--- src/rtl/bank_refill_ctrl_pkg.sv ---
// Shared definitions for the bank refill controller: default geometry,
// slot index type and the controller state encoding.
package bank_refill_ctrl_pkg;

  localparam int BANK_W = 4;
  localparam int BEATS  = 16;
  localparam int DATA_W = 64;
  localparam int NSLOT  = 4;

  typedef logic [1:0] slot_t;

  typedef enum logic [2:0] {
    ST_IDLE,
    ST_LOOKUP,
    ST_AR,
    ST_RDATA,
    ST_GRANT
  } state_t;

endpackage

--- src/rtl/bank_tag_store.sv ---
// Four-slot tag store for the refill controller.
// Holds a tag and a valid bit per slot, reports hits for the two looked-up
// banks and the lowest-index invalid slot.
//   clk, rst_n          : clock, asynchronous active-low reset
//   bank_0, bank_1      : banks to look up
//   clr, clr_slot       : invalidate a slot (start of its refill)
//   wr, wr_slot, wr_tag : write a tag and mark the slot valid
//   tags                : raw tag registers, reported regardless of valid
//   hit_*, hit_slot_*   : per-bank hit and the slot holding it
//   free_any, free_slot : an invalid slot exists / lowest such slot
module bank_tag_store #(
  parameter int BANK_W = bank_refill_ctrl_pkg::BANK_W
) (
  input  logic                   clk,
  input  logic                   rst_n,
  input  logic [BANK_W-1:0]      bank_0,
  input  logic [BANK_W-1:0]      bank_1,
  input  logic                   clr,
  input  logic [1:0]             clr_slot,
  input  logic                   wr,
  input  logic [1:0]             wr_slot,
  input  logic [BANK_W-1:0]      wr_tag,
  output logic [3:0][BANK_W-1:0] tags,
  output logic                   hit_0,
  output logic [1:0]             hit_slot_0,
  output logic                   hit_1,
  output logic [1:0]             hit_slot_1,
  output logic                   free_any,
  output logic [1:0]             free_slot
);
  import bank_refill_ctrl_pkg::*;

  logic [NSLOT-1:0] valid;

  always_ff @(posedge clk or negedge rst_n) begin
    if (!rst_n) begin
      valid <= '0;
      tags  <= '0;
    end else begin
      if (clr) valid[clr_slot] <= 1'b0;
      if (wr) begin
        valid[wr_slot] <= 1'b1;
        tags[wr_slot]  <= wr_tag;
      end
    end
  end

  // Scanning from the top slot down lets the lowest index win.
  always_comb begin
    hit_0      = 1'b0;
    hit_slot_0 = '0;
    hit_1      = 1'b0;
    hit_slot_1 = '0;
    free_any   = 1'b0;
    free_slot  = '0;
    for (int i = NSLOT - 1; i >= 0; i--) begin
      if (valid[i] && tags[i] == bank_0) begin
        hit_0      = 1'b1;
        hit_slot_0 = slot_t'(i);
      end
      if (valid[i] && tags[i] == bank_1) begin
        hit_1      = 1'b1;
        hit_slot_1 = slot_t'(i);
      end
      if (!valid[i]) begin
        free_any  = 1'b1;
        free_slot = slot_t'(i);
      end
    end
  end

endmodule

--- src/rtl/bank_refill_ctrl.sv ---
// Bank-granular refill controller.
// Accepts one or two bank addresses, refills missing banks from DRAM into
// a free or pLRU-chosen slot, then grants the access with each bank's slot.
//   req_*                  : access request handshake and bank addresses
//   victim_idx             : pLRU victim slot, sampled in LOOKUP only
//   base_bank_0..3         : slot tags, fed to the pLRU block
//   lru_upd_0/1            : access pulses, coincident with grant_valid
//   dram_ar_* / dram_r_*   : refill address and data channels
//   sram_*                 : slot data write port
//   grant_valid/grant_slot : access complete, slot of each requested bank
module bank_refill_ctrl #(
  parameter int  BANK_W = bank_refill_ctrl_pkg::BANK_W,
  parameter int  BEATS  = bank_refill_ctrl_pkg::BEATS,
  parameter int  DATA_W = bank_refill_ctrl_pkg::DATA_W,
  localparam int CNT_W  = $clog2(BEATS)
) (
  input  logic              clk,
  input  logic              rst_n,
  input  logic              req_valid,
  output logic              req_ready,
  input  logic              req_use_1,
  input  logic [BANK_W-1:0] req_bank_0,
  input  logic [BANK_W-1:0] req_bank_1,
  input  logic [1:0]        victim_idx,
  output logic [BANK_W-1:0] base_bank_0,
  output logic [BANK_W-1:0] base_bank_1,
  output logic [BANK_W-1:0] base_bank_2,
  output logic [BANK_W-1:0] base_bank_3,
  output logic              lru_upd_0,
  output logic              lru_upd_1,
  output logic              dram_ar_valid,
  input  logic              dram_ar_ready,
  output logic [BANK_W-1:0] dram_ar_bank,
  input  logic              dram_r_valid,
  input  logic [DATA_W-1:0] dram_r_data,
  input  logic              dram_r_last,
  output logic              sram_we,
  output logic [1:0]        sram_slot,
  output logic [CNT_W-1:0]  sram_addr,
  output logic [DATA_W-1:0] sram_wdata,
  output logic              grant_valid,
  output logic [1:0]        grant_slot_0,
  output logic [1:0]        grant_slot_1
);
  import bank_refill_ctrl_pkg::*;

  state_t                 state, state_nxt;
  logic [BANK_W-1:0]      bank_0_r, bank_1_r;
  logic                   use_1_r;
  slot_t                  fill_slot_r, fill_slot_nxt;
  logic [BANK_W-1:0]      fill_bank_r, fill_bank_nxt;
  logic [CNT_W-1:0]       beat_cnt;

  logic [3:0][BANK_W-1:0] tags;
  logic                   hit_0, hit_1, free_any;
  slot_t                  hit_slot_0, hit_slot_1, free_slot;
  logic                   tag_clr, tag_wr, beat;
  logic                   miss_0, miss_1, other_hit;
  slot_t                  other_slot, victim_alt, pick_slot;

  bank_tag_store #(.BANK_W(BANK_W)) u_tags (
    .clk        (clk),
    .rst_n      (rst_n),
    .bank_0     (bank_0_r),
    .bank_1     (bank_1_r),
    .clr        (tag_clr),
    .clr_slot   (fill_slot_r),
    .wr         (tag_wr),
    .wr_slot    (fill_slot_r),
    .wr_tag     (fill_bank_r),
    .tags       (tags),
    .hit_0      (hit_0),
    .hit_slot_0 (hit_slot_0),
    .hit_1      (hit_1),
    .hit_slot_1 (hit_slot_1),
    .free_any   (free_any),
    .free_slot  (free_slot)
  );

  // With use_1 clear, bank_1 is treated as a hit and never protects a slot.
  assign miss_0     = !hit_0;
  assign miss_1     = use_1_r && !hit_1;
  assign other_hit  = miss_0 ? (use_1_r && hit_1) : hit_0;
  assign other_slot = miss_0 ? hit_slot_1 : hit_slot_0;
  // Never evict the slot holding the other bank of this same request.
  assign victim_alt = (other_hit && other_slot == victim_idx) ? slot_t'(victim_idx + 2'd1)
                                                              : victim_idx;
  assign pick_slot  = free_any ? free_slot : victim_alt;

  assign beat = (state == ST_RDATA) && dram_r_valid;

  always_comb begin
    state_nxt     = state;
    fill_slot_nxt = fill_slot_r;
    fill_bank_nxt = fill_bank_r;
    req_ready     = 1'b0;
    dram_ar_valid = 1'b0;
    grant_valid   = 1'b0;
    lru_upd_0     = 1'b0;
    lru_upd_1     = 1'b0;
    tag_clr       = 1'b0;
    tag_wr        = 1'b0;
    case (state)
      ST_IDLE: begin
        req_ready = 1'b1;
        if (req_valid) state_nxt = ST_LOOKUP;
      end
      ST_LOOKUP: begin
        if (!miss_0 && !miss_1) begin
          state_nxt = ST_GRANT;
        end else begin
          fill_slot_nxt = pick_slot;
          fill_bank_nxt = miss_0 ? bank_0_r : bank_1_r;
          state_nxt     = ST_AR;
        end
      end
      ST_AR: begin
        dram_ar_valid = 1'b1;
        if (dram_ar_ready) begin
          tag_clr   = 1'b1;
          state_nxt = ST_RDATA;
        end
      end
      ST_RDATA: begin
        // A short burst still tags the slot; the missing beats are not flagged.
        if (beat && dram_r_last) begin
          tag_wr    = 1'b1;
          state_nxt = ST_LOOKUP;
        end
      end
      ST_GRANT: begin
        grant_valid = 1'b1;
        lru_upd_0   = 1'b1;
        lru_upd_1   = use_1_r;
        state_nxt   = ST_IDLE;
      end
      default: state_nxt = ST_IDLE;
    endcase
  end

  always_ff @(posedge clk or negedge rst_n) begin
    if (!rst_n) begin
      state       <= ST_IDLE;
      bank_0_r    <= '0;
      bank_1_r    <= '0;
      use_1_r     <= 1'b0;
      fill_slot_r <= '0;
      fill_bank_r <= '0;
      beat_cnt    <= '0;
    end else begin
      state       <= state_nxt;
      fill_slot_r <= fill_slot_nxt;
      fill_bank_r <= fill_bank_nxt;
      if (req_valid && req_ready) begin
        bank_0_r <= req_bank_0;
        bank_1_r <= req_bank_1;
        use_1_r  <= req_use_1;
      end
      if (beat) begin
        beat_cnt <= (dram_r_last || beat_cnt == CNT_W'(BEATS - 1)) ? '0
                                                                    : beat_cnt + CNT_W'(1);
      end
    end
  end

  assign base_bank_0  = tags[0];
  assign base_bank_1  = tags[1];
  assign base_bank_2  = tags[2];
  assign base_bank_3  = tags[3];
  assign dram_ar_bank = fill_bank_r;
  assign sram_we      = beat;
  assign sram_slot    = fill_slot_r;
  assign sram_addr    = beat_cnt;
  assign sram_wdata   = beat ? dram_r_data : '0;
  assign grant_slot_0 = grant_valid ? hit_slot_0 : '0;
  assign grant_slot_1 = grant_valid ? (use_1_r ? hit_slot_1 : hit_slot_0) : '0;

endmodule

--- config.mk ---
export PLATFORM = sky130hd
export DESIGN_NAME = bank_refill_ctrl
export DESIGN_NICKNAME = d
export VERILOG_FILES = /design/src/rtl/bank_refill_ctrl_pkg.sv /design/src/rtl/bank_tag_store.sv /design/src/rtl/bank_refill_ctrl.sv
export SDC_FILE = /design/constraint.sdc
export NUM_CORES = 1
export LEC_CHECK = 0
export CAP_MARGIN = 5
export CORE_ASPECT_RATIO = 0.9
export CORE_MARGIN = 2
export CORE_UTILIZATION = 55
export DETAILED_ROUTE_END_ITERATION = 6
export DONT_BUFFER_PORTS = 1
export PLACE_DENSITY = 0.7
export SLEW_MARGIN = 20
export SYNTH_ARGS = -nofsm -noshare
export SYNTH_HDL_FRONTEND = slang
export SYNTH_HIERARCHICAL = 1
export SYNTH_SLANG_ARGS = --single-unit
--- constraint.sdc ---
create_clock -name clk -period 2.3 [get_ports clk]
set_input_delay 0.345 -clock clk [delete_from_list [all_inputs] [get_ports clk]]
set_output_delay 0.345 -clock clk [all_outputs]
set_load 0.05 [all_outputs]
==> qor.txt <==
initial antenna violation count - 0
nets - 472
CTS tree - yes
Initial Utilization - 0.5655
Final ANT Viol Nets - 0
RSZ-0062 raised after global routing - true
Arr. time, crit path - 2.33 ns
Req. time, crit path - 1.96 ns
Synth Net Count - 387
Fin. Hold Viols - 0
power per cell area - 1694 mW/mm²
largest net degree at the start of global routing - 74
placed cells - 434
final setup vio count - 9
row count - 25
slowest cell on the critical path - dfrtp_2
final worst slack - -0.3709 ns
synthesized cell area - 0.002954 mm²
Tightest Pin Transition - 0.7236 ns
fillers - 343
share of layout cells above drive strength 1 - 0.4987
die area - 0.005974 mm²
routed vias - 2665
status - finished with violations
Root Driver - clkbuf_8
routed wire length - 8913 µm
Pins Over Slew Limit - 0
grt met2 use - 0.4288
GRT Residual Overflow - 0
PortBufs - 0
Hold WS - 0.1716 ns
Top Ports - 181
Detail Placement HPWL - 6304 µm
Tot GR Track Use - 0.2740
met1 Usage GRT - 0.3496
max-cap viol count - 0
RD Place Congestion - 0.8892
sequential area share after synthesis - 0.3558
Die X-Extent - 81.25 µm
fmax - 374.4 MHz
synthesis-stage register bit count - 42
H-tree levels - 2
CTS clk-pin slew, worst paths - 0.08 ns
Clock Sink Count - 42
P&R area growth vs syn - 36.04%
CP Cell Sequence - buf_6, xnor2_2, nand2_2, nor4_4, a31oi_1, nor3_1, buf_4, mux2i_2, nor2_4, buf_12
max_slew headroom - 0.5176
Leak Pwr - 0.001883 µW
M3 GR Usage - 0.07371
Worst Hold Class - input port to flop
vias in the first global route - 2439
Fin Clk Skew - 0.002265 ns
Pre-antenna DRT Iters - 5
total CTS buffers - 5
failing checks - setup timing
Main synth FF type - dfrtp_1
Yosys warnings - 6
n_diodes - 0
Largest stage delay, worst path - 0.44 ns
Synth top area share - 0.3558
fin crit share - 1.161
Crit. End Element - primary output
CORE AREA - 0.005224 mm²
vias per cell - 5.819
FF-to-FF path depth - 10
Clock Path Buffers - 2
synth cell count leaders - 67 x and2_1, 42 x dfrtp_1, 22 x xor2_1
# DRC - 0
Synth async-reset ratio - 1.000
Synth cell types - 59
critical path fanouts, max - 4
category of the worst setup path launch point - flop
Die Y - 73.53 µm
Mapped Cells - 305
Layout Cells excl Fill - 458
Top Usage Layer GRT - met2
Period minus WS final - 2.671 ns
Hold Path Depth - 1
Initial DRC Count - 90
Worst Path Class, Setup - flop to primary output
mean post-synth cell area - 9.686 µm²
Peak supply drop - 0.001028 V
biggest area consumer among synthesized cells - dfrtp_1
main area contributors after synthesis - dfrtp_1 36%, and2_1 14%, xor2_1 6.5%, mux2_2 6.5%, mux2_1 3.0%
Post-synth EDFFs - 0
wire length per cell - 19.46 µm
most frequent cell after synthesis - and2_1
first-pass GRT wire length - 12180 µm
Skew-Pair Late Insertion Delay - 0.30 ns
## flip-flops by register name, indices dropped and copies added (netlist names)
signal / cells
bank_0_r: 4
u_tags/tags: 16
u_tags/valid: 4
bank_1_r: 4
state: 3
sram_addr: 4
use_1_r: 1
sram_slot: 2
dram_ar_bank: 4
## metrics by stage
stage / setup slack [ns] / setup TNS [ns] / area, µm² / util / power [µW]
2_1_floorplan: 0.01010 / 0 / 2982 / - / 4758
3_3_place_gp: 0.01045 / 0 / 3605 / 0.6901 / 5629
3_5_place_dp: -0.03361 / -0.06577 / 3605 / 0.6901 / 5703
4_1_cts: -0.2475 / -0.8410 / 3871 / 0.7411 / 6508
5_1_grt: -0.4572 / -2.057 / 4019 / 0.7693 / 7103
6_report: -0.3709 / -1.445 / 4019 / 0.7693 / 6808
## report_power, final
group	switching (µW)	leakage [µW]	internal [µW]
clock	279	0.0000585	326
sequential	853	0.000505	1080
combinational	2700	0.00132	1570
total	3830	0.00188	2970
## placed cells by master, fill, tap and decap left out, types with 2 or more instances in the layout
cell type	count
nand2_2	3
nand3b_1	3
inv_1	10
clkbuf_8	5
buf_4	83
a21oi_1	3
nor2_4	7
and2_1	43
nor3_1	3
a21oi_2	6
buf_12	5
xor2_1	22
mux2_1	8
nor3b_2	2
nor4_1	2
mux2i_1	5
and2_2	24
and3_4	2
nor2b_4	2
a31oi_1	2
nor3_2	4
mux2i_2	2
nor4_4	3
dfrtp_2	12
dfrtp_1	30
o22ai_1	2
nand3_1	7
nor2_1	8
nand2_1	17
xnor2_1	5
mux2_2	17
o21ai_0	3
o21ai_1	4
## critical path, delay by kind of cell, from the launching register on
kind | cells | cell delay (ns)
muxes | 1 | 0.09
xor gates and xnor gates | 1 | 0.13
buffers and inverters | 3 | 0.45
AOI/OAI and AO/OA | 1 | 0.10
DFF | 1 | 0.44
and+or+nand+nor | 4 | 0.81
## path summary, 6_finish.rpt
| check | slack [ns] | from | endpoint |
|---|---|---|---|
| max in group asynchronous | 1.54 | rst_n | u_tags/tags[15] |
| min in group asynchronous | 0.52 | rst_n | u_tags/valid[2] |
| setup / recovery | -0.37 | u_tags/tags[14] | grant_slot_1[1] |
| setup reg to reg | -0.32 | bank_1_r[3] | sram_slot[0] |
| hold reg to reg | 0.60 | state[2] | state[0] |
| hold / removal | 0.17 | req_bank_1[0] | bank_1_r[0] |
## area by class of cell
| cell class | count | area [µm²] | share of cell area |
|---|---|---|---|
| clock buffers | 5 | 68.82 | 0.01712 |
| multi-input cells | 238 | 1928 | 0.4798 |
| flip-flops and latches | 42 | 1066 | 0.2653 |
| repair buffers | 92 | 787.0 | 0.1958 |
| inverters | 11 | 41.29 | 0.01027 |
| clock inverters | 3 | 43.79 | 0.01090 |
| well taps | 67 | 83.83 | 0.02086 |
## kinds of logic (layout without fill, tap and decap cells)
family,count (synthesis),after routing,synth area share
AOI/OAI and AO/OA,34,34,0.08895
xor gates and xnor gates,28,28,0.08301
adders and majority gates,1,1,0.004235
buffers and inverters,25,111,0.04616
DFF,42,42,0.3558
muxes,32,32,0.1190
and+or+nand+nor,143,143,0.3028
## timing repair
item	CTS	global route
gates resized for setup	16	42
pin swaps	10	13
buffers inserted	8	6
hold buffers	2	0
endpoints found under the setup margin	6	34
hold endpoints to repair	42	0
## metal layers
metal | up-vias | wire [µm]
li1 | 1205 | -
met4 | 0 | 282
met2 | 151 | 4424
met3 | 30 | 787
met1 | 1279 | 3417
met5 | - | 0
No activity file was read; power rests on OpenSTA's default activity.
